==> config.mk <==
export PLATFORM = sky130hd
export DESIGN_NAME = uart_tx_byte_queue_flat
export DESIGN_NICKNAME = d
export VERILOG_FILES = /design/src/rtl/uart_tx_byte_queue_pkg.sv /design/src/rtl/uart_tx_byte_queue_if.sv /design/src/rtl/uart_tx_byte_queue_sync_fifo.sv /design/src/rtl/uart_tx_byte_queue.sv /design/src/flat_wrapper.sv
export SDC_FILE = /design/constraint.sdc
export NUM_CORES = 1
export LEC_CHECK = 0
export CORE_UTILIZATION = 35
export DETAILED_ROUTE_END_ITERATION = 7
export SLEW_MARGIN = 20
export SYNTH_ARGS = -nofsm -noshare
export SYNTH_HDL_FRONTEND = slang
export SYNTH_SLANG_ARGS = --single-unit
==> constraint.sdc <==
create_clock -name clock -period 2.7 [get_ports clock]
set_clock_uncertainty 0.05 [all_clocks]
set_input_delay 0.405 -clock clock [delete_from_list [all_inputs] [get_ports clock]]
set_output_delay 0.405 -clock clock [all_outputs]
set_load 0.01 [all_outputs]
==> src/rtl/uart_tx_byte_queue_pkg.sv <==
// Shared definitions for the UART transmit byte queue: link byte width, idle byte, log2 helper.
package uart_tx_byte_queue_pkg;

    localparam int UART_BYTE_W = 8;
    localparam logic [UART_BYTE_W-1:0] TXQ_IDLE_BYTE = 8'h00;

    // Ceiling log2, usable in constant expressions for pointer/level widths.
    function automatic int log2c(input int value);
        int result;
        result = 0;
        for (int i = 0; i < 31; i++) begin
            if ((1 << i) < value) begin
                result = i + 1;
            end
        end
        return result;
    endfunction

endpackage

==> src/rtl/uart_tx_byte_queue_if.sv <==
// Producer/UART-facing bundle of the transmit byte queue; master is the environment, slave is the queue.
interface uart_tx_byte_queue_if
    import uart_tx_byte_queue_pkg::*;
#(
    parameter int DEPTH  = 8,
    parameter int DATA_W = UART_BYTE_W
) ();

    localparam int LVL_W = log2c(DEPTH) + 1;

    logic              in_valid;
    logic [DATA_W-1:0] in_data;
    logic              in_ready;
    logic              tx_done;
    logic [DATA_W-1:0] tx_bits;
    logic              tx_is_data;
    logic [LVL_W-1:0]  level;
    logic [15:0]       sent_count;
    logic [7:0]        drop_count;

    modport master (
        output in_valid, in_data, tx_done,
        input  in_ready, tx_bits, tx_is_data, level, sent_count, drop_count
    );

    modport slave (
        input  in_valid, in_data, tx_done,
        output in_ready, tx_bits, tx_is_data, level, sent_count, drop_count
    );

endinterface

==> src/rtl/uart_tx_byte_queue_sync_fifo.sv <==
// sync_fifo: registered FIFO storage with wrapping pointers and level count; reusable on the receive side.
module sync_fifo
    import uart_tx_byte_queue_pkg::*;
#(
    parameter int DEPTH  = 8,
    parameter int DATA_W = UART_BYTE_W
) (
    input  logic                      clock,
    input  logic                      reset,
    input  logic                      push_i,
    input  logic [DATA_W-1:0]         wdata_i,
    input  logic                      pop_i,
    output logic [DATA_W-1:0]         rdata_o,
    output logic                      full_o,
    output logic                      empty_o,
    output logic [log2c(DEPTH):0]     level_o
);

    localparam int PTR_W = log2c(DEPTH);
    localparam int LVL_W = PTR_W + 1;

    logic [DATA_W-1:0] mem_q [DEPTH];
    logic [PTR_W-1:0]  wrPtr_q, wrPtr_d;
    logic [PTR_W-1:0]  rdPtr_q, rdPtr_d;
    logic [LVL_W-1:0]  level_q, level_d;
    logic              doPush, doPop;

    // Full is judged on the pre-pop level, so a simultaneous pop never admits a push.
    assign full_o  = (level_q == LVL_W'(DEPTH));
    assign empty_o = (level_q == '0);
    assign doPush  = push_i & ~full_o;
    assign doPop   = pop_i & ~empty_o;
    assign rdata_o = mem_q[rdPtr_q];
    assign level_o = level_q;

    always_comb begin
        wrPtr_d = wrPtr_q;
        rdPtr_d = rdPtr_q;
        level_d = level_q;
        if (doPush) begin
            wrPtr_d = wrPtr_q + PTR_W'(1);
        end
        if (doPop) begin
            rdPtr_d = rdPtr_q + PTR_W'(1);
        end
        case ({doPush, doPop})
            2'b10:   level_d = level_q + LVL_W'(1);
            2'b01:   level_d = level_q - LVL_W'(1);
            default: level_d = level_q;
        endcase
    end

    always_ff @(posedge clock or posedge reset) begin
        if (reset) begin
            wrPtr_q <= '0;
            rdPtr_q <= '0;
            level_q <= '0;
        end else begin
            wrPtr_q <= wrPtr_d;
            rdPtr_q <= rdPtr_d;
            level_q <= level_d;
        end
    end

    always_ff @(posedge clock) begin
        if (doPush) begin
            mem_q[wrPtr_q] <= wdata_i;
        end
    end

endmodule

==> src/rtl/uart_tx_byte_queue.sv <==
// Queues command bytes for the UART and presents one per tx_done rising edge, else the idle byte.
// Optional statistics counters are built when TXQ_STATS_EN is defined.
module uart_tx_byte_queue
    import uart_tx_byte_queue_pkg::*;
#(
    parameter int                 DEPTH     = 8,
    parameter int                 DATA_W    = UART_BYTE_W,
    parameter logic [DATA_W-1:0]  IDLE_BYTE = TXQ_IDLE_BYTE
) (
    input logic                   clock,
    input logic                   reset,
    uart_tx_byte_queue_if.slave   bus
);

    localparam int LVL_W = log2c(DEPTH) + 1;

    logic              fifoFull, fifoEmpty;
    logic [DATA_W-1:0] fifoHead;
    logic [LVL_W-1:0]  fifoLevel;
    logic              txDonePrev_q;
    logic [DATA_W-1:0] txBits_q, txBits_d;
    logic              txIsData_q, txIsData_d;
    logic              advance, doPush, doPop;

    assign advance = bus.tx_done & ~txDonePrev_q;
    assign doPop   = advance & ~fifoEmpty;
    assign doPush  = bus.in_valid & ~fifoFull;

    sync_fifo #(
        .DEPTH  (DEPTH),
        .DATA_W (DATA_W)
    ) u_fifo (
        .clock   (clock),
        .reset   (reset),
        .push_i  (doPush),
        .wdata_i (bus.in_data),
        .pop_i   (doPop),
        .rdata_o (fifoHead),
        .full_o  (fifoFull),
        .empty_o (fifoEmpty),
        .level_o (fifoLevel)
    );

    // No bypass: the head is sampled before this edge's push lands, so an empty queue yields IDLE_BYTE.
    always_comb begin
        txBits_d   = txBits_q;
        txIsData_d = txIsData_q;
        if (advance) begin
            if (fifoEmpty) begin
                txBits_d   = IDLE_BYTE;
                txIsData_d = 1'b0;
            end else begin
                txBits_d   = fifoHead;
                txIsData_d = 1'b1;
            end
        end
    end

    always_ff @(posedge clock or posedge reset) begin
        if (reset) begin
            txDonePrev_q <= 1'b0;
            txBits_q     <= IDLE_BYTE;
            txIsData_q   <= 1'b0;
        end else begin
            txDonePrev_q <= bus.tx_done;
            txBits_q     <= txBits_d;
            txIsData_q   <= txIsData_d;
        end
    end

    assign bus.in_ready   = ~fifoFull;
    assign bus.tx_bits    = txBits_q;
    assign bus.tx_is_data = txIsData_q;
    assign bus.level      = fifoLevel;

`ifdef TXQ_STATS_EN
    logic [15:0] sentCount_q;
    logic [7:0]  dropCount_q;

    // Sent count wraps naturally; drop count sticks at its maximum.
    always_ff @(posedge clock or posedge reset) begin
        if (reset) begin
            sentCount_q <= '0;
            dropCount_q <= '0;
        end else begin
            if (doPop) begin
                sentCount_q <= sentCount_q + 16'd1;
            end
            if (bus.in_valid && fifoFull && (dropCount_q != 8'hFF)) begin
                dropCount_q <= dropCount_q + 8'd1;
            end
        end
    end

    assign bus.sent_count = sentCount_q;
    assign bus.drop_count = dropCount_q;
`else
    assign bus.sent_count = 16'd0;
    assign bus.drop_count = 8'd0;
`endif

endmodule

==> src/flat_wrapper.sv <==
// flat-port wrapper written by rule: the top's interface ports become plain ports
module uart_tx_byte_queue_flat import uart_tx_byte_queue_pkg::*;
#(
    parameter int                 DEPTH     = 8,
    parameter int                 DATA_W    = UART_BYTE_W,
    parameter logic [DATA_W-1:0]  IDLE_BYTE = TXQ_IDLE_BYTE
)
  (clock, reset, bus_in_valid, bus_in_data, bus_tx_done, bus_in_ready, bus_tx_bits, bus_tx_is_data, bus_level, bus_sent_count, bus_drop_count);
  uart_tx_byte_queue_if #(.DEPTH(DEPTH), .DATA_W(DATA_W)) bus_i ();
  input logic clock;
  input logic reset;
  input wire logic [$bits(bus_i.in_valid)-1:0] bus_in_valid;
  input wire logic [$bits(bus_i.in_data)-1:0] bus_in_data;
  input wire logic [$bits(bus_i.tx_done)-1:0] bus_tx_done;
  output wire logic [$bits(bus_i.in_ready)-1:0] bus_in_ready;
  output wire logic [$bits(bus_i.tx_bits)-1:0] bus_tx_bits;
  output wire logic [$bits(bus_i.tx_is_data)-1:0] bus_tx_is_data;
  output wire logic [$bits(bus_i.level)-1:0] bus_level;
  output wire logic [$bits(bus_i.sent_count)-1:0] bus_sent_count;
  output wire logic [$bits(bus_i.drop_count)-1:0] bus_drop_count;
  assign bus_i.in_valid = bus_in_valid;
  assign bus_i.in_data = bus_in_data;
  assign bus_i.tx_done = bus_tx_done;
  assign bus_in_ready = bus_i.in_ready;
  assign bus_tx_bits = bus_i.tx_bits;
  assign bus_tx_is_data = bus_i.tx_is_data;
  assign bus_level = bus_i.level;
  assign bus_sent_count = bus_i.sent_count;
  assign bus_drop_count = bus_i.drop_count;
  uart_tx_byte_queue #(.DEPTH(DEPTH), .DATA_W(DATA_W), .IDLE_BYTE(IDLE_BYTE)) u_core (.clock(clock), .reset(reset), .bus(bus_i));
endmodule
Yosys cells after proc, flatten, opt, wreduce, memory -nomap -nowiden
Memory sizes are Yosys's and may differ from the RTL's.
Index checks and enable logic that the tools add are counted.
Widths: inputs -> output; s select.
{ "totals": {"elab_cells": 29, "ram_bits": 64, "memories": 1, "regBits": 20, "inputBits": 12, "output_inout_bits": 38} }
{ "memory_table": {"columns": ["name", "depth", "width", "read_ports", "rd_ports_with_merged_regs", "wr", "line_no", "rtl"], "rows": [
  ["u_core.u_fifo.mem_q", 8, 8, 1, 0, 1, "uart_tx_byte_queue_sync_fifo.sv:22", "logic [DATA_W-1:0] mem_q [DEPTH];"]
]} }
{ "classes": {"n_addsub": 4, "eq_ne": 3, "bitwise_logic": 8, "n_reduce_logical": 2, "muxes": 5} }
{ "op_table": {"columns": ["cell", "n"], "rows": [
  ["$mux 8", 1],
  ["$pmux 4 s2", 1],
  ["$add 3x1->3 const B", 2],
  ["$and 1x1->1", 5],
  ["$add 4x1->4 const B", 1],
  ["$eq 4x4->1 const B", 1],
  ["$logic_not 4->1", 1],
  ["$sub 4x1->4 const B", 1],
  ["$mux 1", 3],
  ["$not 1->1", 3],
  ["$eq 2x1->1 const B", 1],
  ["$eq 2x2->1 const B", 1],
  ["$reduce_bool 2->1", 1]
]} }

Logic depth before layout (Yosys ltp)
{ "depth": {"word_depth": 6, "depth_mapped": 11, "ltp_nobuf": 10} }

Cells and area by module
Synthesis repeated with hierarchy kept, for this count alone.
{ "unflattened": {"hier_cells": 220, "area_unflattened_um2": 3807.4} }
{ "modules_own_cells": {"columns": ["mod", "seq_area_each_um2", "n_inst", "area_per_inst_um2", "cells_per_inst"], "rows": [
  ["sync_fifo", 2172.1, 1, 3135.5, 161],
  ["uart_tx_byte_queue", 250.2, 1, 671.9, 59]
]} }

Least setup slack after synthesis
No wires, ideal clock.
{ "synth_timing": {"kind": "flip-flop to flip-flop", "startpoint": "reg u_core.u_fifo.level_q[1] (netlist: u_core.u_fifo.level_o[1])", "endpoint": "reg u_core.u_fifo.level_q[2] (netlist: u_core.u_fifo.level_o[2])", "path_stages_with_launch": 11, "setup_ps": 130, "path_slack_ps": 500, "n_path_buf": 0, "t_arrival_ps": 2020, "path_cell_list": "dfrtp_1 nor3_1 nand2_1 nand2_2 ha_1 xor2_1 ha_1 a21oi_1 xor2_1 nor2_1 xor2_1"} }
{ "synth_between": {"elab_chain_cells": 6, "elab_cells_between_ends": 14, "cone_classes": "2 x add/sub; 3 x eq/ne; 1 x mux; 6 x bitwise; 2 x reduce/logical"} }
{ "synth_rtl": {"columns": ["item", "line_no", "rtl"], "rows": [
  ["start: declaration", "uart_tx_byte_queue_sync_fifo.sv:25", "logic [LVL_W-1:0] level_q, level_d;"],
  ["start signal: assignment", "uart_tx_byte_queue_sync_fifo.sv:61", "level_q <= level_d;"],
  ["$eq 4x4->1 (*)", "uart_tx_byte_queue_sync_fifo.sv:29", "assign full_o = (level_q == LVL_W'(DEPTH));"],
  ["$not 1->1 (*)", null, null],
  ["via bus_in_ready", "flat_wrapper.sv:15", "output wire logic [$bits(bus_i.in_ready)-1:0] bus_in_ready;"],
  ["$and 1x1->1", "uart_tx_byte_queue.sv:27", "assign doPush = bus.in_valid & ~fifoFull;"],
  ["$and 1x1->1 (*)", "uart_tx_byte_queue_sync_fifo.sv:31", "assign doPush = push_i & ~full_o;"],
  ["$eq 2x1->1 / $eq 2x2->1 (equally long branches)", "uart_tx_byte_queue_sync_fifo.sv:46", "case ({doPush, doPop})"],
  ["$pmux 4 s2 / $reduce_bool 2->1 (equally long branches)", null, null]
]} }
Mark *: on every way through the listed nets, which the timed path passes. The rest lies on a longest branch.
A chain may end at the register's enable or synchronous reset.

Final worst setup path
{ "layout_timing": {"startpoint": "reg u_core.u_fifo.level_q[0] (netlist: u_core.u_fifo.level_o[0])", "endpoint": "reg u_core.u_fifo.level_q[2] (netlist: u_core.u_fifo.level_o[2])"} }
{ "layout_between": {"elab_chain_cells": 6, "elab_cells_between_ends": 14, "cone_classes": "2 x add/sub; 3 x eq/ne; 1 x mux; 6 x bitwise; 2 x reduce/logical"} }
{ "layout_rtl": {"columns": ["item", "line_no"], "rows": [
  ["$eq 4x4->1 / $logic_not 4->1 (equally long branches)", "uart_tx_byte_queue_sync_fifo.sv:29, uart_tx_byte_queue_sync_fifo.sv:30"],
  ["$not 1->1 (on tied branches)", null],
  ["$and 1x1->1 (on tied branches)", "uart_tx_byte_queue.sv:27, uart_tx_byte_queue.sv:26"],
  ["$and 1x1->1 (on tied branches)", "uart_tx_byte_queue_sync_fifo.sv:31, uart_tx_byte_queue_sync_fifo.sv:32"],
  ["$eq 2x1->1 / $eq 2x2->1 (equally long branches)", "uart_tx_byte_queue_sync_fifo.sv:46"],
  ["$pmux 4 s2 / $reduce_bool 2->1 (equally long branches)", null]
]} }
Parallel ways exist; a longest one is shown, timed or not.

==> flow_metrics.tcl <==
set metrics [dict create \
    cts_resized 0 \
    tightest_slew_ns 0.6772 \
    cp_common_cell "xor2_1" \
    cts_buffer_depth 2 \
    slowest_stage "dfrtp_1" \
    max_slew_margin_pct 54.85 \
    start_kind "flip-flop" \
    rows 36 \
    syn_avg_cell_area_um2 15.41 \
    place_congestion 0.7018 \
    yosysSeqAreaShare_pct 67.48 \
    cp_slowest_stage_delay_ns 0.46 \
    cts_max_level 3 \
    die_w_um 103.3 \
    cp_top_family "simple AND/OR/NAND/NOR gates" \
    endpoint_kind "flip-flop" \
    drtIter0Drc 74 \
    status "finished clean" \
    dp_hpwl_um 4144 \
    max_freq_ghz 0.4168 \
    synth_top_family_by_area "multiplexers" \
    antenna_cells 0 \
    crit_fanout 8 \
    p_sw_mw 1.256 \
    min-delay-path-class "input port to asynchronous set/reset pin" \
    grt.total_usage_pct 13.20 \
    synth_edf_count 64 \
    ys_types 32 \
    yosysWarnings 0 \
    cts_tree "done" \
    synth_compound_area_share_pct 5.228 \
    antenna_found_initial 0 \
    p_sw_share_pct 31.52 \
    rsz0062_at_grt "no" \
    initial_core_util_pct 36.39 \
    final-max-slew-violation-count 0 \
    port_buffers 25 \
    vias 1931 \
    critical_path_arrival_ns 2.58 \
    synthToLayoutAreaGrowth_pct 14.60 \
    cts_made_buffers 9 \
    grt_pass1_wl_um 9922 \
    synth_fa_ha_area_share_pct 1.743 \
    cellPowerDensity_nw_per_um2 968.6 \
    grt_max_degree 35 \
    synth_top_area_cell "edfxtp_1" \
    cellLeakagePower_nw 1.473 \
    postCtsSetupRepairBufs 0 \
    synthDominantCellAreaShare_pct 53.54 \
    cp-startpoint "u_core.u_fifo.level_o[0]" \
    netlist_top_cells_area "edfxtp_1 (54%), dfrtp_1 (14%), buf_4 (5.4%)" \
    worstPathRequired_ns 2.88 \
    synth_xor_area_share_pct 2.196 \
    final_hold_viol_count 0 \
    peakVddDrop_v 0.0003256 \
    ys.flop_type "edfxtp_1" \
    synth_mux_area_share_pct 8.156 \
    fin_crit_ns 2.399 \
    power_frac_comb_pct 30.5 \
    maxCapViolations 0 \
    ant_nets 0 \
    chipHeight_um 103.3 \
    setup_tns_ns 0 \
    grt-ovfl-total 0 \
    io_pins 50 \
    finalPower_mw 3.985 \
    nets 288 \
    drive_gt1_share_pct 16.30 \
    synthArstFlopShare_pct 23.81 \
    cp_cell_sequence "nor3_1 > nand2_1 > nand2_2 > ha_1 > xor2_1 > ha_1 > a21oi_1 > xor2_1 > nor2_1 > xor2_1" \
    syn-cell-area_um2 3590 \
    fin_crit_sh_pct 88.86 \
    routed_wl_um 6370 \
    seqPwrFrac_pct 48.1 \
    setup_viol 0 \
    reg2reg_from "u_core.u_fifo.level_o[0]" \
    synth_cells 233 \
    critical_path_class "flip-flop to flip-flop" \
    postCtsHoldBufs 0 \
    internal_power_mw 2.729 \
    synth.most_common_cell "edfxtp_1" \
    path_clk_slew_ns 0.08 \
    synth-simple-area-share_pct 7.703 \
    cts.sinks 84 \
    fp.coreArea_um2 9864 \
    clock_latency_ns 0.34 \
    via_per_inst 4.721 \
    wl_per_cell_um 15.57 \
    crit_buf_inv 0 \
    dieArea_um2 10670 \
    ys_ff_latch 84 \
    route.detailed.drc 0 \
    fillCellCount 893 \
    synth_common_cells "edfxtp_1 (64), buf_4 (26), dfrtp_1 (20)" \
    firstDrtPassIters 4 \
    clkPwrFrac_pct 21.4 \
    grt_pass1_vias 1879 \
    cts_root_buf "clkbuf_8" \
]
## final cells by class
class                      instances  area (µm²)  area share [%]
inverter                           3       11.26          0.2737
tap                              133       166.4           4.045
multi-input combinational        136       988.4           24.03
sequential                        84        2422           58.88
clock inverter                     5       53.80           1.308
timing repair buffer              37       340.3           8.272
clock buffer                      11       131.4           3.193
## worst reg2reg max path, stage by stage, from the launching register on
cell,delay [ns]
dfrtp_1,0.46
nor3_1,0.30
nand2_1,0.19
nand2_2,0.20
ha_1,0.29
xor2_1,0.10
ha_1,0.18
a21oi_1,0.14
xor2_1,0.16
nor2_1,0.07
xor2_1,0.14
## power by group through the flow
| stage | Combinational (mW) | Sequential (mW) | Clock (mW) |
|---|---|---|---|
| after floorplan | 0.874 | 1.89 | 0 |
| after global placement | 1.22 | 1.93 | 0 |
| after detailed placement | 1.23 | 1.95 | 0 |
| after CTS | 1.23 | 1.92 | 0.867 |
| after global routing | 1.36 | 1.95 | 0.919 |
| final | 1.22 | 1.92 | 0.852 |
## cells in the final DEF (no fill, tap or decap), types with 8 or more instances in the layout
cell and count:
mux2_2 10, dfrtp_1 20, mux4_2 8, edfxtp_1 64, clkbuf_8 9, nor2_1 9, buf_4 12, clkdlybuf4s50_1 25
nor2b_1 12, conb_1 24, nand2_1 18
## per-layer routing
layer | global-route usage (%) | wire length [µm] | share of wire (%) | up-vias
li1 | - | - | - | 891
met1 | 17.26 | 2987 | 47 | 962
met2 | 21.03 | 3041 | 48 | 66
met3 | 2.487 | 217 | 3.4 | 12
met4 | 6.934 | 124 | 1.9 | 0
met5 | 0 | 0 | 0 | -
## cell families after synthesis
| logic type | after synthesis |
|---|---|
| xor gates and xnor gates | 9 |
| and+or+nand+nor | 55 |
| DFF | 84 |
| muxes | 18 |
| buffers and inverters | 36 |
| other | 1 |
| AOI/OAI and AO/OA | 25 |
| adders and majority gates | 5 |
## final timing paths
path | to | slack [ns] | depth (start not counted)
worst max register to register | u_core.u_fifo.level_o[2] | 0.30 | 10
worst min register to register | u_core.bus.tx_bits[7] | 0.43 | 2
min in group clock | u_core.bus.tx_bits[7] | 0.43 | 2
worst max-delay path | u_core.u_fifo.level_o[2] | 0.30 | 10
worst min-delay path | u_core.bus.tx_bits[6] | 0.20 | 2
max in group asynchronous | u_core.bus.tx_bits[4] | 1.93 | 3
## stage by stage
step / util [%] / std cells / hold slack, ns / area (µm²) / setup WS, ns
after floorplan: - / 256 / 0.3188 / 3676 / 0.5005
after global placement: 39.83 / 393 / 0.4131 / 3929 / 0.2249
after detailed placement: 39.83 / 393 / 0.4149 / 3929 / 0.1677
after CTS: 41.70 / 409 / 0.1979 / 4114 / 0.3053
after global routing: 41.70 / 409 / 0.2129 / 4114 / 0.08140
final: 41.70 / 409 / 0.2020 / 4114 / 0.3008
## sequential cells by signal (all words and copies together) (netlist names)
signal,cells
u_core.bus.tx_is_data,1
u_core.u_fifo.wrPtr_q,3
u_core.u_fifo.level_o,4
u_core.bus.tx_bits,8
u_core.txDonePrev_q,1
u_core.u_fifo.mem_q,64
u_core.u_fifo.rdPtr_q,3
Note: power is estimated with default switching activity, not from simulation.
==> edit (same flow settings) <==
`UART_BYTE_W`: 8 -> 10.
--- a/src/rtl/uart_tx_byte_queue_pkg.sv
+++ b/src/rtl/uart_tx_byte_queue_pkg.sv
@@ -3,3 +3,3 @@
 
-    localparam int UART_BYTE_W = 8;
+    localparam int UART_BYTE_W = 10;
     localparam logic [UART_BYTE_W-1:0] TXQ_IDLE_BYTE = 8'h00;
Interface: changed (resized bus_in_data and bus_tx_bits); port bits go from 50 to 54. The function was not compared with the original's and may differ.
==> edit against the original RTL <==
Total power rose by 25%; worst setup slack improved by 0.031 ns; largest power group unchanged; routed wire length rose by 25%; synthesized area rose by 21%; sequential cell count rose by 18; die area rose by 21%; final area rose by 23%.
==> edit: results (changes against the original RTL) <==
area of the multi-input gates=1199 sq um (was 988.4 sq um); iteration-0 DRC count of the detailed router=116 (was 74); number of flip-flops under the largest register name=80 (was 64); GR met2 Demand/Resource=0.2065 (was 0.2103); pwr dens=988.8 nW/um^2 (was 968.6 nW/um^2); Layout fillers=1101 (was 893); ranking of synthesized cells by area=sky130_fd_sc_hd__edfxtp_1 (55%), sky130_fd_sc_hd__dfrtp_1 (13%), sky130_fd_sc_hd__mux4_1 (5.4%), sky130_fd_sc_hd__buf_4 (4.3%), sky130_fd_sc_hd__mux2_2 (3.1%) (was sky130_fd_sc_hd__edfxtp_1 (54%), sky130_fd_sc_hd__dfrtp_1 (14%), sky130_fd_sc_hd__buf_4 (5.4%), sky130_fd_sc_hd__mux4_2 (5.0%), sky130_fd_sc_hd__mux2_2 (3.1%)); count of input and output buffers=29 (was 25); buffer type at the clock tree root=sky130_fd_sc_hd__clkbuf_16 (was sky130_fd_sc_hd__clkbuf_8); number of buffers outside the clock class in the layout=43 (was 37); count of distinct cell types in the synthesized netlist=37 (was 32); width of the chip=113.6 um (was 103.3 um); GR Layer Usage met3=0.02710 (was 0.02487); total leakage power=1.809 nW (was 1.473 nW); Worst-Margin Slew=0.5776 ns (was 0.6772 ns); biggest cell delay along the critical path=approximately 0.45 ns; global-route total usage across every layer=0.1321 (was 0.1320); FF+latch area=2953 sq um (was 2422 sq um); largest net degree at the start of global routing=43 (was 35); layout net count=329 (was 288); Clock Network Area Fraction=0.05280 (was 0.04501); largest vdd supply drop=0.3810 mV (was 0.3256 mV); fraction of registers with async set or reset after synthesis=0.2157 (was 0.2381); Worst EP arrival=2.54 ns (was 2.58 ns); EDFF count, synth=80 (was 64); top post-synthesis cells by count=sky130_fd_sc_hd__edfxtp_1 (80), sky130_fd_sc_hd__buf_4 (25), sky130_fd_sc_hd__dfrtp_1 (22), sky130_fd_sc_hd__nand2_1 (20), sky130_fd_sc_hd__nor2b_1 (14) (was sky130_fd_sc_hd__edfxtp_1 (64), sky130_fd_sc_hd__buf_4 (26), sky130_fd_sc_hd__dfrtp_1 (20), sky130_fd_sc_hd__nand2_1 (18), sky130_fd_sc_hd__nor2b_1 (12)); vias per cell=4.725 (was 4.721); number of clock buffers in the layout=10 (was 11); HPWL after detailed placement=4.890 mm (was 4.144 mm); Final non-clock buffer share=0.08081 (was 0.08272); Placer Congestion=0.6922 (was 0.7018); placed instance count=467 (was 393); total number of multi-input combinational cells=151 (was 136); global-route wire length before repair=12.25 mm (was 9.922 mm); aggregate routed wire length=7.985 mm (was 6.370 mm); placed instance area=4781 sq um (was 3929 sq um); count of vias placed by the detailed router=2282 (was 1931); global routing met1 resource utilization=0.1777 (was 0.1726); Seq/Total Area, Yosys=0.6780 (was 0.6748); mean instance size in the synthesized netlist=16.25 sq um (was 15.41 sq um); count of sequential standard cells=102 (was 84); result of the run=finished, final reports clean (unchanged)
-- edit: cell count changes in the layout (fill, tap and decap cells not counted), sizes merged, moves of 2 or more --
cell / delta
buf: +2
clkdlybuf4s50: +4
clkinv: +3
clkinvlp: -2
dfrtp: +2
edfxtp: +16
mux2: +2
mux4: +2
nand2: +2
nor2b: +2
-- edit: cell families (layout without fill, tap and decap cells) --
| kind of cell | after synthesis | after routing | synth area share |
|---|---|---|---|
| compound gates | 30 | 30 | 0.06119 |
| mux | 22 | 22 | 0.09049 |
| flops | 102 | 102 | 0.6780 |
| fa+ha+maj | 5 | 5 | 0.01436 |
| buf+inv | 38 | 62 | 0.06808 |
| other cells | 1 | 24 | 0.0008610 |
| xor+xnor | 9 | 9 | 0.01810 |
| simple gates | 61 | 61 | 0.06895 |
-- edit: path summary, 6_finish.rpt --
kind                                     startpoint                       end  slack [ns]  cells after the start
max                        u_core.u_fifo.level_o[0]  u_core.u_fifo.level_o[2]        0.33                     10
min                                           reset     u_core.bus.tx_bits[5]        0.36                      3
max reg2reg                u_core.u_fifo.level_o[0]  u_core.u_fifo.level_o[2]        0.33                     10
min reg2reg                   u_core.bus.tx_is_data     u_core.bus.tx_is_data        0.43                      2
max in group asynchronous                     reset  u_core.u_fifo.level_o[0]        1.99                      3
min in group clock            u_core.bus.tx_is_data     u_core.bus.tx_is_data        0.43                      2
-- edit: metal layers --
metal / vias to the layer above / part of all wire
li1: 1052 / -
met1: 1166 / 0.48
met4: 0 / 0.0039
met3: 2 / 0.034
met5: - / 0
met2: 62 / 0.48
-- edit: power breakdown --
group          switching [mW]  leakage [nW]  internal [mW]
clock network           0.551         0.136          0.624
registers               0.248         0.991           2.03
logic                   0.762         0.682          0.771
total                    1.56          1.81           3.43
